--- src/rtl/udp_tx_pkg.sv ---
// Shared definitions for the UDP transmit packet scheduler.
//   sched_state_t    : scheduler state encoding
//   DEF_MAX_PAYLOAD  : default maximum UDP payload per packet (bytes, even)
//   UDP_IP_HDR_BYTES : IPv4 + UDP header overhead, for upstream length checks
//   min_u32()        : unsigned minimum helper
package udp_tx_pkg;

  typedef enum logic [2:0] {
    ST_IDLE      = 3'd0,
    ST_WAIT_DATA = 3'd1,
    ST_LAUNCH    = 3'd2,
    ST_WAIT_DONE = 3'd3,
    ST_GAP       = 3'd4
  } sched_state_t;

  localparam int unsigned DEF_MAX_PAYLOAD  = 1472;
  localparam int unsigned UDP_IP_HDR_BYTES = 28;

  function automatic logic [31:0] min_u32(input logic [31:0] a, input logic [31:0] b);
    return (a < b) ? a : b;
  endfunction

endpackage

--- src/rtl/sched_timer.sv ---
// Loadable up-counter with synchronous clear, count enable and a
// terminal-count compare. Counting saturates at the terminal value.
//   clk, rst_n  : clock, async active-low reset
//   i_clr       : synchronous clear to zero (highest priority)
//   i_load      : load i_load_val
//   i_en        : count enable
//   i_term      : terminal count
//   o_tc_c      : combinational, count has reached i_term
module sched_timer #(
  parameter int unsigned W = 8
) (
  input  logic         clk,
  input  logic         rst_n,
  input  logic         i_clr,
  input  logic         i_load,
  input  logic [W-1:0] i_load_val,
  input  logic         i_en,
  input  logic [W-1:0] i_term,
  output logic         o_tc_c
);

  logic [W-1:0] r_count;

  // Counter register; holds once terminal count is reached
  always_ff @(posedge clk or negedge rst_n) begin
    if (!rst_n) begin
      r_count <= '0;
    end else if (i_clr) begin
      r_count <= '0;
    end else if (i_load) begin
      r_count <= i_load_val;
    end else if (i_en && !o_tc_c) begin
      r_count <= r_count + W'(1);
    end
  end

  assign o_tc_c = (r_count >= i_term);

endmodule

--- src/rtl/udp_tx_pkt_sched.sv ---
// Packet scheduler between the ADC transmit FIFO and the UDP/GMII transmitter.
// A restart edge arms a capture of total_bytes (forced even); the data is cut
// into packets of at most MAX_PAYLOAD bytes, each launched with a one-cycle
// pulse and a stable length, then the block waits for tx_done and an
// inter-packet gap. Partial data is flushed after FLUSH_TIMEOUT cycles.
//   clk125M, reset_n : GMII tx clock, async active-low reset
//   restart_req      : restart level; rising edge arms a capture
//   total_bytes      : capture size, sampled on the restart edge
//   fifo_rd_count    : bytes available in the FIFO
//   fifo_empty       : FIFO empty
//   tx_done          : transmitter finished current packet (pulse)
//   tx_en_pulse      : packet launch (pulse)
//   tx_length        : payload length of current packet
//   busy             : capture in progress
//   capture_done     : all bytes of the capture sent (pulse)
//   tx_err           : sticky transmitter timeout
//   pkt_count        : packets sent in current capture (wraps)
module udp_tx_pkt_sched
  import udp_tx_pkg::*;
#(
  parameter int unsigned MAX_PAYLOAD   = DEF_MAX_PAYLOAD,
  parameter int unsigned CNT_W         = 15,
  parameter int unsigned FLUSH_TIMEOUT = 125000,
  parameter int unsigned TX_TIMEOUT    = 250000,
  parameter int unsigned IFG_CYCLES    = 16
) (
  input  logic             clk125M,
  input  logic             reset_n,
  input  logic             restart_req,
  input  logic [31:0]      total_bytes,
  input  logic [CNT_W-1:0] fifo_rd_count,
  input  logic             fifo_empty,
  input  logic             tx_done,
  output logic             tx_en_pulse,
  output logic [15:0]      tx_length,
  output logic             busy,
  output logic             capture_done,
  output logic             tx_err,
  output logic [15:0]      pkt_count
);

  localparam int unsigned FLUSH_W = $clog2(FLUSH_TIMEOUT + 1);
  localparam int unsigned TX_W    = $clog2(TX_TIMEOUT + 1);
  localparam int unsigned IFG_W   = $clog2(IFG_CYCLES + 1);

  sched_state_t r_state;
  logic         r_req_d;
  logic         r_edge;
  logic [31:0]  r_total;
  logic [31:0]  r_remaining;
  logic         r_pend;
  logic         r_zero_done;

  logic [31:0]  w_reload;
  logic [31:0]  w_chunk;
  logic [31:0]  w_rem_next;
  logic [15:0]  w_flush_len;
  logic         w_full_ok;
  logic         w_flush_fire;
  logic         w_flush_zero;
  logic         w_accept;
  logic         w_flush_clr;
  logic         w_flush_en;
  logic         w_flush_tc;
  logic         w_ifg_clr;
  logic         w_ifg_tc;
  logic         w_tx_clr;
  logic         w_tx_tc;

  // Restart is taken at once when no packet is in flight, else deferred
  assign w_accept = (r_edge && (r_state == ST_IDLE || r_state == ST_WAIT_DATA ||
                                r_state == ST_GAP)) ||
                    (r_pend && r_state == ST_IDLE);

  assign w_reload     = r_total & ~32'd1;
  assign w_chunk      = min_u32(r_remaining, 32'(MAX_PAYLOAD));
  assign w_full_ok    = (32'(fifo_rd_count) >= w_chunk);
  assign w_flush_len  = 16'({fifo_rd_count[CNT_W-1:1], 1'b0});
  assign w_flush_fire = (r_state == ST_WAIT_DATA) && !w_full_ok &&
                        (fifo_rd_count != '0) && w_flush_tc;
  assign w_flush_zero = w_flush_fire && (w_flush_len == 16'd0);
  assign w_rem_next   = r_remaining - 32'(tx_length);

  // Flush timer only runs while waiting with data present but below chunk size
  assign w_flush_clr = (r_state != ST_WAIT_DATA) || fifo_empty || w_accept || w_flush_zero;
  assign w_flush_en  = (r_state == ST_WAIT_DATA) && (fifo_rd_count != '0);
  assign w_ifg_clr   = (r_state != ST_GAP) || w_accept;
  assign w_tx_clr    = (r_state != ST_WAIT_DONE);

  sched_timer #(.W(FLUSH_W)) u_flush_timer (
    .clk        (clk125M),
    .rst_n      (reset_n),
    .i_clr      (w_flush_clr),
    .i_load     (1'b0),
    .i_load_val ('0),
    .i_en       (w_flush_en),
    .i_term     (FLUSH_W'(FLUSH_TIMEOUT)),
    .o_tc_c     (w_flush_tc)
  );

  sched_timer #(.W(IFG_W)) u_ifg_timer (
    .clk        (clk125M),
    .rst_n      (reset_n),
    .i_clr      (w_ifg_clr),
    .i_load     (1'b0),
    .i_load_val ('0),
    .i_en       (r_state == ST_GAP),
    .i_term     (IFG_W'(IFG_CYCLES)),
    .o_tc_c     (w_ifg_tc)
  );

  sched_timer #(.W(TX_W)) u_tx_timer (
    .clk        (clk125M),
    .rst_n      (reset_n),
    .i_clr      (w_tx_clr),
    .i_load     (1'b0),
    .i_load_val ('0),
    .i_en       (r_state == ST_WAIT_DONE),
    .i_term     (TX_W'(TX_TIMEOUT)),
    .o_tc_c     (w_tx_tc)
  );

  // Scheduler state machine with registered outputs
  always_ff @(posedge clk125M or negedge reset_n) begin
    if (!reset_n) begin
      r_state      <= ST_IDLE;
      r_req_d      <= 1'b0;
      r_edge       <= 1'b0;
      r_total      <= '0;
      r_remaining  <= '0;
      r_pend       <= 1'b0;
      r_zero_done  <= 1'b0;
      tx_en_pulse  <= 1'b0;
      tx_length    <= '0;
      busy         <= 1'b0;
      capture_done <= 1'b0;
      tx_err       <= 1'b0;
      pkt_count    <= '0;
    end else begin
      r_req_d     <= restart_req;
      r_edge      <= restart_req & ~r_req_d;
      if (restart_req && !r_req_d) begin
        r_total <= total_bytes;
      end
      tx_en_pulse  <= 1'b0;
      capture_done <= r_zero_done;
      r_zero_done  <= 1'b0;

      if (w_accept) begin
        r_remaining <= w_reload;
        pkt_count   <= '0;
        tx_err      <= 1'b0;
        r_pend      <= 1'b0;
        if (w_reload == 32'd0) begin
          // Empty capture completes one cycle after acceptance
          r_zero_done <= 1'b1;
          busy        <= 1'b0;
          r_state     <= ST_IDLE;
        end else begin
          busy    <= 1'b1;
          r_state <= ST_WAIT_DATA;
        end
      end else begin
        if (r_edge) begin
          r_pend <= 1'b1;
        end
        case (r_state)
          ST_WAIT_DATA: begin
            if (w_full_ok) begin
              tx_length   <= 16'(w_chunk);
              tx_en_pulse <= 1'b1;
              r_state     <= ST_LAUNCH;
            end else if (w_flush_fire && !w_flush_zero) begin
              tx_length   <= w_flush_len;
              tx_en_pulse <= 1'b1;
              r_state     <= ST_LAUNCH;
            end
          end
          ST_LAUNCH: begin
            r_state <= ST_WAIT_DONE;
          end
          ST_WAIT_DONE: begin
            if (tx_done) begin
              r_remaining <= w_rem_next;
              pkt_count   <= pkt_count + 16'd1;
              if (r_pend || r_edge) begin
                // Deferred restart is applied from IDLE on the next cycle
                r_state <= ST_IDLE;
              end else if (w_rem_next == 32'd0) begin
                capture_done <= 1'b1;
                busy         <= 1'b0;
                r_state      <= ST_IDLE;
              end else begin
                r_state <= ST_GAP;
              end
            end else if (w_tx_tc) begin
              // A restart latched during a lost packet is dropped so the fault stays visible
              tx_err  <= 1'b1;
              busy    <= 1'b0;
              r_pend  <= 1'b0;
              r_state <= ST_IDLE;
            end
          end
          ST_GAP: begin
            if (w_ifg_tc) begin
              r_state <= ST_WAIT_DATA;
            end
          end
          default: begin
            r_state <= ST_IDLE;
          end
        endcase
      end
    end
  end

endmodule

--- config.mk ---
export PLATFORM = sky130hd
export DESIGN_NAME = udp_tx_pkt_sched
export DESIGN_NICKNAME = d
export VERILOG_FILES = /design/src/rtl/udp_tx_pkg.sv /design/src/rtl/sched_timer.sv /design/src/rtl/udp_tx_pkt_sched.sv
export SDC_FILE = /design/constraint.sdc
export NUM_CORES = 1
export LEC_CHECK = 0
export CELL_PAD_IN_SITES_DETAIL_PLACEMENT = 1
export CELL_PAD_IN_SITES_GLOBAL_PLACEMENT = 1
export CORE_ASPECT_RATIO = 0.8
export CORE_MARGIN = 3
export CORE_UTILIZATION = 40
export DETAILED_ROUTE_END_ITERATION = 16
export GPL_ROUTABILITY_DRIVEN = 0
export PLACE_DENSITY_LB_ADDON = 0.1
export SLEW_MARGIN = 20
export SYNTH_ARGS = -nofsm -noshare
export SYNTH_HDL_FRONTEND = slang
export SYNTH_SLANG_ARGS = --single-unit
--- constraint.sdc ---
create_clock -name clk125M -period 7.5 [get_ports clk125M]
set_clock_uncertainty 0.2 [all_clocks]
set_input_delay 1.5 -clock clk125M [delete_from_list [all_inputs] [get_ports clk125M]]
set_output_delay 1.5 -clock clk125M [all_outputs]
set_load 0.05 [all_outputs]
Word-level counts from Yosys, hierarchy flattened
Cells that the tools add are included.
{"block": "word_totals", "regBits": 147, "inputBits": 52, "output_inout_bits": 36, "word_cells": 138}
{"block": "op_classes", "add_sub_neg": 5, "magnitude_cmp": 5, "eq_ne": 13, "muxes": 52, "n_bitwise": 3, "n_reduce_logical": 44}
{"operator": "2-to-1 mux 32 bit", "n": 4}
{"operator": "2-to-1 mux 16 bit", "n": 5}
{"operator": "zero test 32 bit", "n": 2}
{"operator": "2-to-1 mux 18 bit", "n": 2}
{"operator": "2-to-1 mux 17 bit", "n": 2}
{"operator": ">= comparator 15 x 32 -> 1 bit", "n": 1}
{"operator": "less-than comparator 32 x 11 -> 1 bit, second input constant", "n": 1}
{"operator": "subtractor 32 x 16 -> 32 bit", "n": 1}
{"operator": "2-to-1 mux 1 bit", "n": 28}
{"operator": "2-to-1 mux 3 bit", "n": 8}
{"operator": "adder 18 x 1 -> 18 bit, second input constant", "n": 1}
{"operator": ">= comparator 18 bit, second input constant", "n": 1}
{"operator": "adder 17 x 1 -> 17 bit, second input constant", "n": 1}
{"operator": ">= comparator 17 bit, second input constant", "n": 1}
{"operator": "adder 16 x 1 -> 16 bit, second input constant", "n": 1}
{"operator": "zero test 16 bit", "n": 1}
{"operator": "nonzero test 15 bit", "n": 1}
{"operator": "nonzero test 2 bit", "n": 7}
{"operator": "logical AND 1 bit", "n": 12}
{"operator": "case mux 3 bit (4 select lines)", "n": 1}
{"operator": "2-to-1 mux 5 bit", "n": 2}
{"operator": "inequality test 3 bit, second input constant", "n": 3}
{"operator": "AND reduction 3 bit", "n": 3}
{"operator": "logical OR 1 bit", "n": 8}
{"operator": "other kinds (17)", "n": 25}

Longest topological paths before layout
{"block": "logic_depth", "word_depth": 14, "mapped_depth": 19, "depth_no_buf": 16}

Cells and area by module
From an unflattened synthesis, not the netlist that was laid out.
{"block": "unflattened", "cells_unflattened": 1193, "area_unflattened_um2": 10642.7}
{"mod": "udp_tx_pkt_sched", "instances": 1, "cells_per_inst": 757, "area_each_um2": 6844.1, "seq_area_each_um2": 2652.5}
{"mod": "sched_timer (u_tx_timer)", "instances": 1, "cells_per_inst": 196, "area_each_um2": 1754.2, "seq_area_each_um2": 450.4}
{"mod": "sched_timer (u_flush_timer)", "instances": 1, "cells_per_inst": 189, "area_each_um2": 1611.5, "seq_area_each_um2": 425.4}
{"mod": "sched_timer (u_ifg_timer)", "instances": 1, "cells_per_inst": 51, "area_each_um2": 432.9, "seq_area_each_um2": 125.1}

Worst setup path after synthesis
No wires, ideal clock.
{"block": "synth_path", "path_type": "reg2reg", "start": "register r_remaining[19]", "end": "register u_flush_timer.r_count[0]", "setup_time_ns": 0.121, "t_arrival_ns": 4.301, "t_required_ns": 7.179, "setup_slack_ns": 2.877, "stages_incl_launch_ff": 19, "path_buffers": 4, "period_less_slack_ns": 4.623, "cell_sequence": "dfrtp_1 > buf_6 > or4_4 > buf_6 > nor4_4 > nand2b_2 > nand2b_4 > nor4_1 > ha_1 > nand2b_1 > a21o_1 > a21o_1 > a21o_1 > a211o_1 > a21oi_1 > a211o_1 > clkbuf_1 > buf_2 > nor2_1"}
{"block": "synth_between", "elab_chain_cells": 10, "word_cells_on_any_way": 11, "cone_classes": "2 x order compare; 2 x mux; 7 x reduce/logical"}
{"element": "from (decl)", "line_no": "udp_tx_pkt_sched.sv:50", "source": "logic [31:0] r_remaining;"}
{"element": "from (signal assigned)", "line_no": "udp_tx_pkt_sched.sv:150", "source": "r_remaining <= w_reload;"}
{"element": "from (signal assigned)", "line_no": "udp_tx_pkt_sched.sv:184", "source": "r_remaining <= w_rem_next;"}
{"element": "less-than comparator 32 x 11 -> 1 bit", "line_no": "udp_tx_pkg.sv:20", "source": "return (a < b) ? a : b;"}
{"element": "2-to-1 mux 32 bit (*)", "line_no": "udp_tx_pkg.sv:20"}
{"element": ">= comparator 15 x 32 -> 1 bit (*)", "line_no": "udp_tx_pkt_sched.sv:77", "source": "assign w_full_ok = (32'(fifo_rd_count) >= w_chunk);"}
{"element": "zero test 1 bit (*)", "line_no": "udp_tx_pkt_sched.sv:79", "source": "assign w_flush_fire = (r_state == ST_WAIT_DATA) && !w_full_ok &&"}
{"element": "logical AND 1 bit (*) (2 in a row)", "line_no": "udp_tx_pkt_sched.sv:79"}
{"element": "logical AND 1 bit (*)", "line_no": "udp_tx_pkt_sched.sv:80", "source": "(fifo_rd_count != '0) && w_flush_tc;"}
{"element": "logical AND 1 bit (*)", "line_no": "udp_tx_pkt_sched.sv:81", "source": "assign w_flush_zero = w_flush_fire && (w_flush_len == 16'd0);"}
{"element": "logical OR 1 bit (*)", "line_no": "udp_tx_pkt_sched.sv:85", "source": "assign w_flush_clr = (r_state != ST_WAIT_DATA) || fifo_empty || w_accept || w_flush_zero;"}
{"element": "2-to-1 mux 17 bit / nonzero test 2 bit (equally long branches)"}
{"element": "to (signal assigned)", "line_no": "sched_timer.sv:31", "source": "r_count <= i_load_val;"}
{"element": "to (signal assigned)", "line_no": "sched_timer.sv:33", "source": "r_count <= r_count + W'(1);"}
{"element": "to (decl)", "line_no": "sched_timer.sv:22", "source": "logic [W-1:0] r_count;"}
Every way passes the cells marked *; elsewhere a longest branch is shown, timed or not.
A chain may end at the register's enable or synchronous reset.

Final worst setup path
{"block": "layout_path", "start": "register r_remaining[16]", "end": "register tx_length[9]"}
{"block": "layout_between", "elab_chain_cells": 12, "word_cells_on_any_way": 13, "cone_classes": "2 x order compare; 2 x mux; 9 x reduce/logical"}
{"element": "less-than comparator 32 x 11 -> 1 bit", "line_no": "udp_tx_pkg.sv:20"}
{"element": "2-to-1 mux 32 bit (*)", "line_no": "udp_tx_pkg.sv:20"}
{"element": ">= comparator 15 x 32 -> 1 bit", "line_no": "udp_tx_pkt_sched.sv:77"}
{"element": "zero test 1 bit", "line_no": "udp_tx_pkt_sched.sv:79"}
{"element": "logical AND 1 bit (2 in a row)", "line_no": "udp_tx_pkt_sched.sv:79"}
{"element": "logical AND 1 bit", "line_no": "udp_tx_pkt_sched.sv:80"}
{"element": "logical AND 1 bit", "line_no": "udp_tx_pkt_sched.sv:81"}
{"element": "zero test 1 bit", "line_no": "udp_tx_pkt_sched.sv:173", "source": "end else if (w_flush_fire && !w_flush_zero) begin"}
{"element": "logical AND 1 bit", "line_no": "udp_tx_pkt_sched.sv:173"}
{"element": "nonzero test 2 bit (no line)"}
{"element": "AND reduction 3 bit (no line)"}
{"element": "to (signal assigned)", "line_no": "udp_tx_pkt_sched.sv:170", "source": "tx_length <= 16'(w_chunk);"}
{"element": "to (signal assigned)", "line_no": "udp_tx_pkt_sched.sv:174", "source": "tx_length <= w_flush_len;"}
{"element": "to (decl)", "line_no": "udp_tx_pkt_sched.sv:35", "source": "output logic [15:0] tx_length,"}
Marked as above.

==> summary.md <==
| Metric | Value |
|---|---|
| Status | finished clean |
| Hold path cells | 1 |
| Met1 Use GR | 31.5% |
| Async set-or-reset flop fraction in the synthesized netlist | 100% |
| Antenna violations before repair | 0 |
| Area grow syn2layout | 20.0% |
| First-pass GRT wire length | ~40000 um |
| Min-delay worst type | register to register |
| Total wire length | 24700 um |
| FF+latch area | between 3000 and 4000 um2 |
| Final Hold Fails | 0 |
| Worst path arrival time | about 5.7 ns |
| CP Launch Point | r_remaining[16] |
| Yosys warns | 0 |
| DRT iter0 DRCs | around 450 |
| Cell taking the most area after synthesis | dfrtp_1 |
| Fillers | 2307 |
| Core area | ~20000 um2 |
| Final min period | approximately 5.6 ns |
| Multi-input logic area | 4490 um2 |
| Syn_area_per_cell | 9.34 um2 |
| Slowest CP cell | a21o_1 |
| GR Layer Usage met3 | under 10% |
| CP peak stage delay | between 0.7 and 0.8 ns |
| RSZ-0062 raised after global routing | no |
| DRC viols | 0 |
| Post-synth EDFFs | 0 |
| Grt met2 use | about a third |
| Post-synthesis cell count | 900 |
| CTS tree | yes |
| Fin cells | around 1300 |
| Site row count | 46 |
| Placed Cells | around 1200 |
| Worst-path cell chain | or4_4 -> nor4_4 -> nand2b_2 -> nand2b_4 -> nor4_1 -> ha_1 -> nand2b_1 -> a21o_1 -> a21o_1 -> a21o_1 -> a211o_1 -> a21oi_2 -> buf_4 -> a21o_1 -> a211oi_1 -> a21oi_1 |
| # hold bufs at CTS | 0 |
| Internal | 2.13 mW |
| Reg2reg start | r_remaining[16] |
| Top FF cell, synth | dfrtp_1 |
| Worst Tran Pin Value | roughly 0.95 ns |
| Largest net degree at the start of global routing | between 80 and 90 |
| Worst R2R End | tx_length[9] |
| Dpl hpwl | roughly 18000 um |
| Hold path start | r_zero_done |
| CP delay by family, top | compound AO/OA/AOI/OAI gates |
| WP data required | 7.65 ns |
| Top cell type's share of synthesized area | around 43% |
| Post-synth cell types | 76 |
| Synthesized flop and latch total | between 100 and 150 |
| Nets | about 1100 |
| Crit share post-route | ~74% |
| Worst reg2reg setup slack | roughly 1.9 ns |
| # setup viols final | 0 |
| I/O pin cnt | between 80 and 90 |
| DIE AREA | 22800 um2 |
| H-tree depth | 4 |
| Vias per cell | approximately 5.6 |
| Relative slew slack | between 30% and 40% |
| Antenna-violating nets left | 0 |
| Crit Path Class | register to register |
| Clock Power Share | 21.2% |
| Total gr overflow | 0 |
| Initial Util | roughly two fifths |
| Max Cap Viol | 0 |
| Startpoint types | register |
| Buffers added on ports | 86 |
| Reg clk slew, reported paths | approximately 0.06 ns |
| Part of the Yosys area used for sequential elements | 43.5% |
| Combinational group share of total power | 49.0% |
| Peak supply drop | 0.224 mV |
| Tot GR Track Use | approximately 22% |
| Vias in the first global route | about 7400 |
| Clock Tree Buf Depth | 2 |
| Total CTS buffers | 17 |
| Post-CTS Setup Inserts | 0 |
| Worst reg-to-reg path cell count | 16 |
| Switching power | ~1.8 mW |
| P per Cell Area | 394 nW/um2 |
| WP buf/inv | 1 |
| Vias | between 7000 and 8000 |
| Top area cells in the synthesized netlist | dfrtp_1 (43%), ha_1 (5.7%), nor2_1 (4.7%) |
| TritonRoute pass-1 iters | 5 |
| Post-Syn Area | 8400 um2 |
| Clk sinks | between 100 and 150 |
| Share of cells above drive strength 1 | between 9 and 10% |
| Critical Path Sink Type | register |
| Chip height | 136 um |
| Die span in x | 168 um |
| Sequential share of power | roughly 30% |
| Sw Share | a little under half |
| Most used cell, CP | a21o_1 |
| CTS resizes | 0 |
| Fmax | 0.179 GHz |
| Routed len/inst | roughly 20 um |
| Lkg Pwr | 4.18 nW |
| Worst skew pair latency | around 0.44 ns |
| Final Max Tran Viols | 0 |
| N_diodes | 0 |
| CTS root buf | clkbuf_16 |
| Fin Setup TNS | 0 ns |
| Critical path peak fanout | 31 |
| WHS Endpoint | capture_done |
| Worst Hold Slack | 0.297 ns |
| Global route hottest layer | met2 |
## worst max-delay path by stage
stage | end | slack [ns] | cells past startpoint
3_5_place_dp | tx_length[8] | 1.92 | 15
6_report | tx_length[9] | 1.92 | 16
4_1_cts | tx_length[9] | 1.89 | 16
5_1_grt | tx_length[9] | 1.53 | 16
3_3_place_gp | tx_length[14] | 2.08 | 15
2_1_floorplan | u_flush_timer.r_count[0] | 2.88 | 18
## registers in the layout (all words and copies together), names as in the netlist
| name | cells |
|---|---|
| tx_en_pulse | 1 |
| tx_err | 1 |
| r_zero_done | 1 |
| tx_length | 16 |
| u_flush_timer.r_count | 17 |
| r_req_d | 1 |
| r_pend | 1 |
| busy | 1 |
| r_total | 31 |
| r_remaining | 32 |
| pkt_count | 16 |
| capture_done | 1 |
| u_ifg_timer.r_count | 5 |
| r_state | 3 |
| r_edge | 1 |
| u_tx_timer.r_count | 18 |
## placed cells by master (no fill, tap or decap), types with 5 or more instances in the layout
cell type        synthesis  routed
nor3_1                  18      18
ha_1                    38      38
clkbuf_16                0      17
a22oi_1                 11      11
nor4_1                  25      25
clkdlybuf4s50_1          0      85
nand2_1                 94      94
or3_1                   15      15
nand4_1                 22      22
a21oi_1                 42      40
nor2_1                 105     105
a221o_1                 11      11
xor2_1                  33      33
dfrtp_1                146     146
buf_4                    1       7
a31oi_1                  7       7
inv_1                   34      34
and3_1                  10      10
nand2b_1                 9       9
o21ai_0                 50      50
a21o_1                  13      13
mux2_2                  31      31
nor2b_1                  7       6
xnor2_1                 25      25
a211oi_1                14      14
and2_1                   7       7
nand3_1                 19      19
nor3b_1                  5       5
## logic make-up after synthesis
| family | after synthesis | share of synthesized area [%] |
|---|---|---|
| AND/OR/NAND/NOR | 360 | 21.5 |
| AO/OA/AOI/OAI | 192 | 15.2 |
| flip-flops | 146 | 43.5 |
| buffers and inverters | 71 | 3.44 |
| XOR/XNOR | 58 | 6.05 |
| adder cells (fa/ha/maj) | 39 | 5.90 |
| multiplexers | 33 | 4.39 |
| other | 1 | 0.0446 |
## Yosys cell counts (22+ instances only)
| master | n |
|---|---|
| inv_1 | 34 |
| nand2_1 | 94 |
| xnor2_1 | 25 |
| o21ai_0 | 50 |
| clkbuf_1 | 26 |
| nand4_1 | 22 |
| a21oi_1 | 42 |
| xor2_1 | 33 |
| nor4_1 | 25 |
| ha_1 | 38 |
| mux2_2 | 31 |
| dfrtp_1 | 146 |
| nor2_1 | 105 |
## stage by stage
step / setup WS (ns) / power [mW] / util (%) / cell area, um2
finish: 1.92 / 3.97 / 49.9 / 10100
global route: 1.53 / 4.25 / 49.9 / 10100
CTS: 1.89 / 3.98 / 49.9 / 10100
detailed placement: 1.92 / 3.10 / 47.1 / 9520
global placement: 2.08 / 3.07 / 47.1 / 9520
floorplan: 2.88 / 2.48 / - / 8410
## layout make-up
type	count	area share, %
multi-input combinational	686	44.6
timing repair buffer	93	9.07
clock buffer	18	4.26
inverter	34	1.27
clock inverter	12	1.34
sequential	146	36.2
tap	264	3.28
## per-layer routing
metal	up-vias	part of all wire, %
met5	-	0
met4	0	1.1
met3	16	4.4
met2	116	46
met1	3527	49
li1	3386	-
## power by group through the flow
stage          logic (mW)  registers [mW]  clock network [mW]
6_report             1.95            1.18               0.844
5_1_grt              2.14            1.21               0.900
4_1_cts              1.94            1.18               0.861
3_5_place_dp         1.91            1.19                   0
3_3_place_gp         1.89            1.18                   0
2_1_floorplan        1.24            1.24                   0
Power figures use the tool's default switching activity.
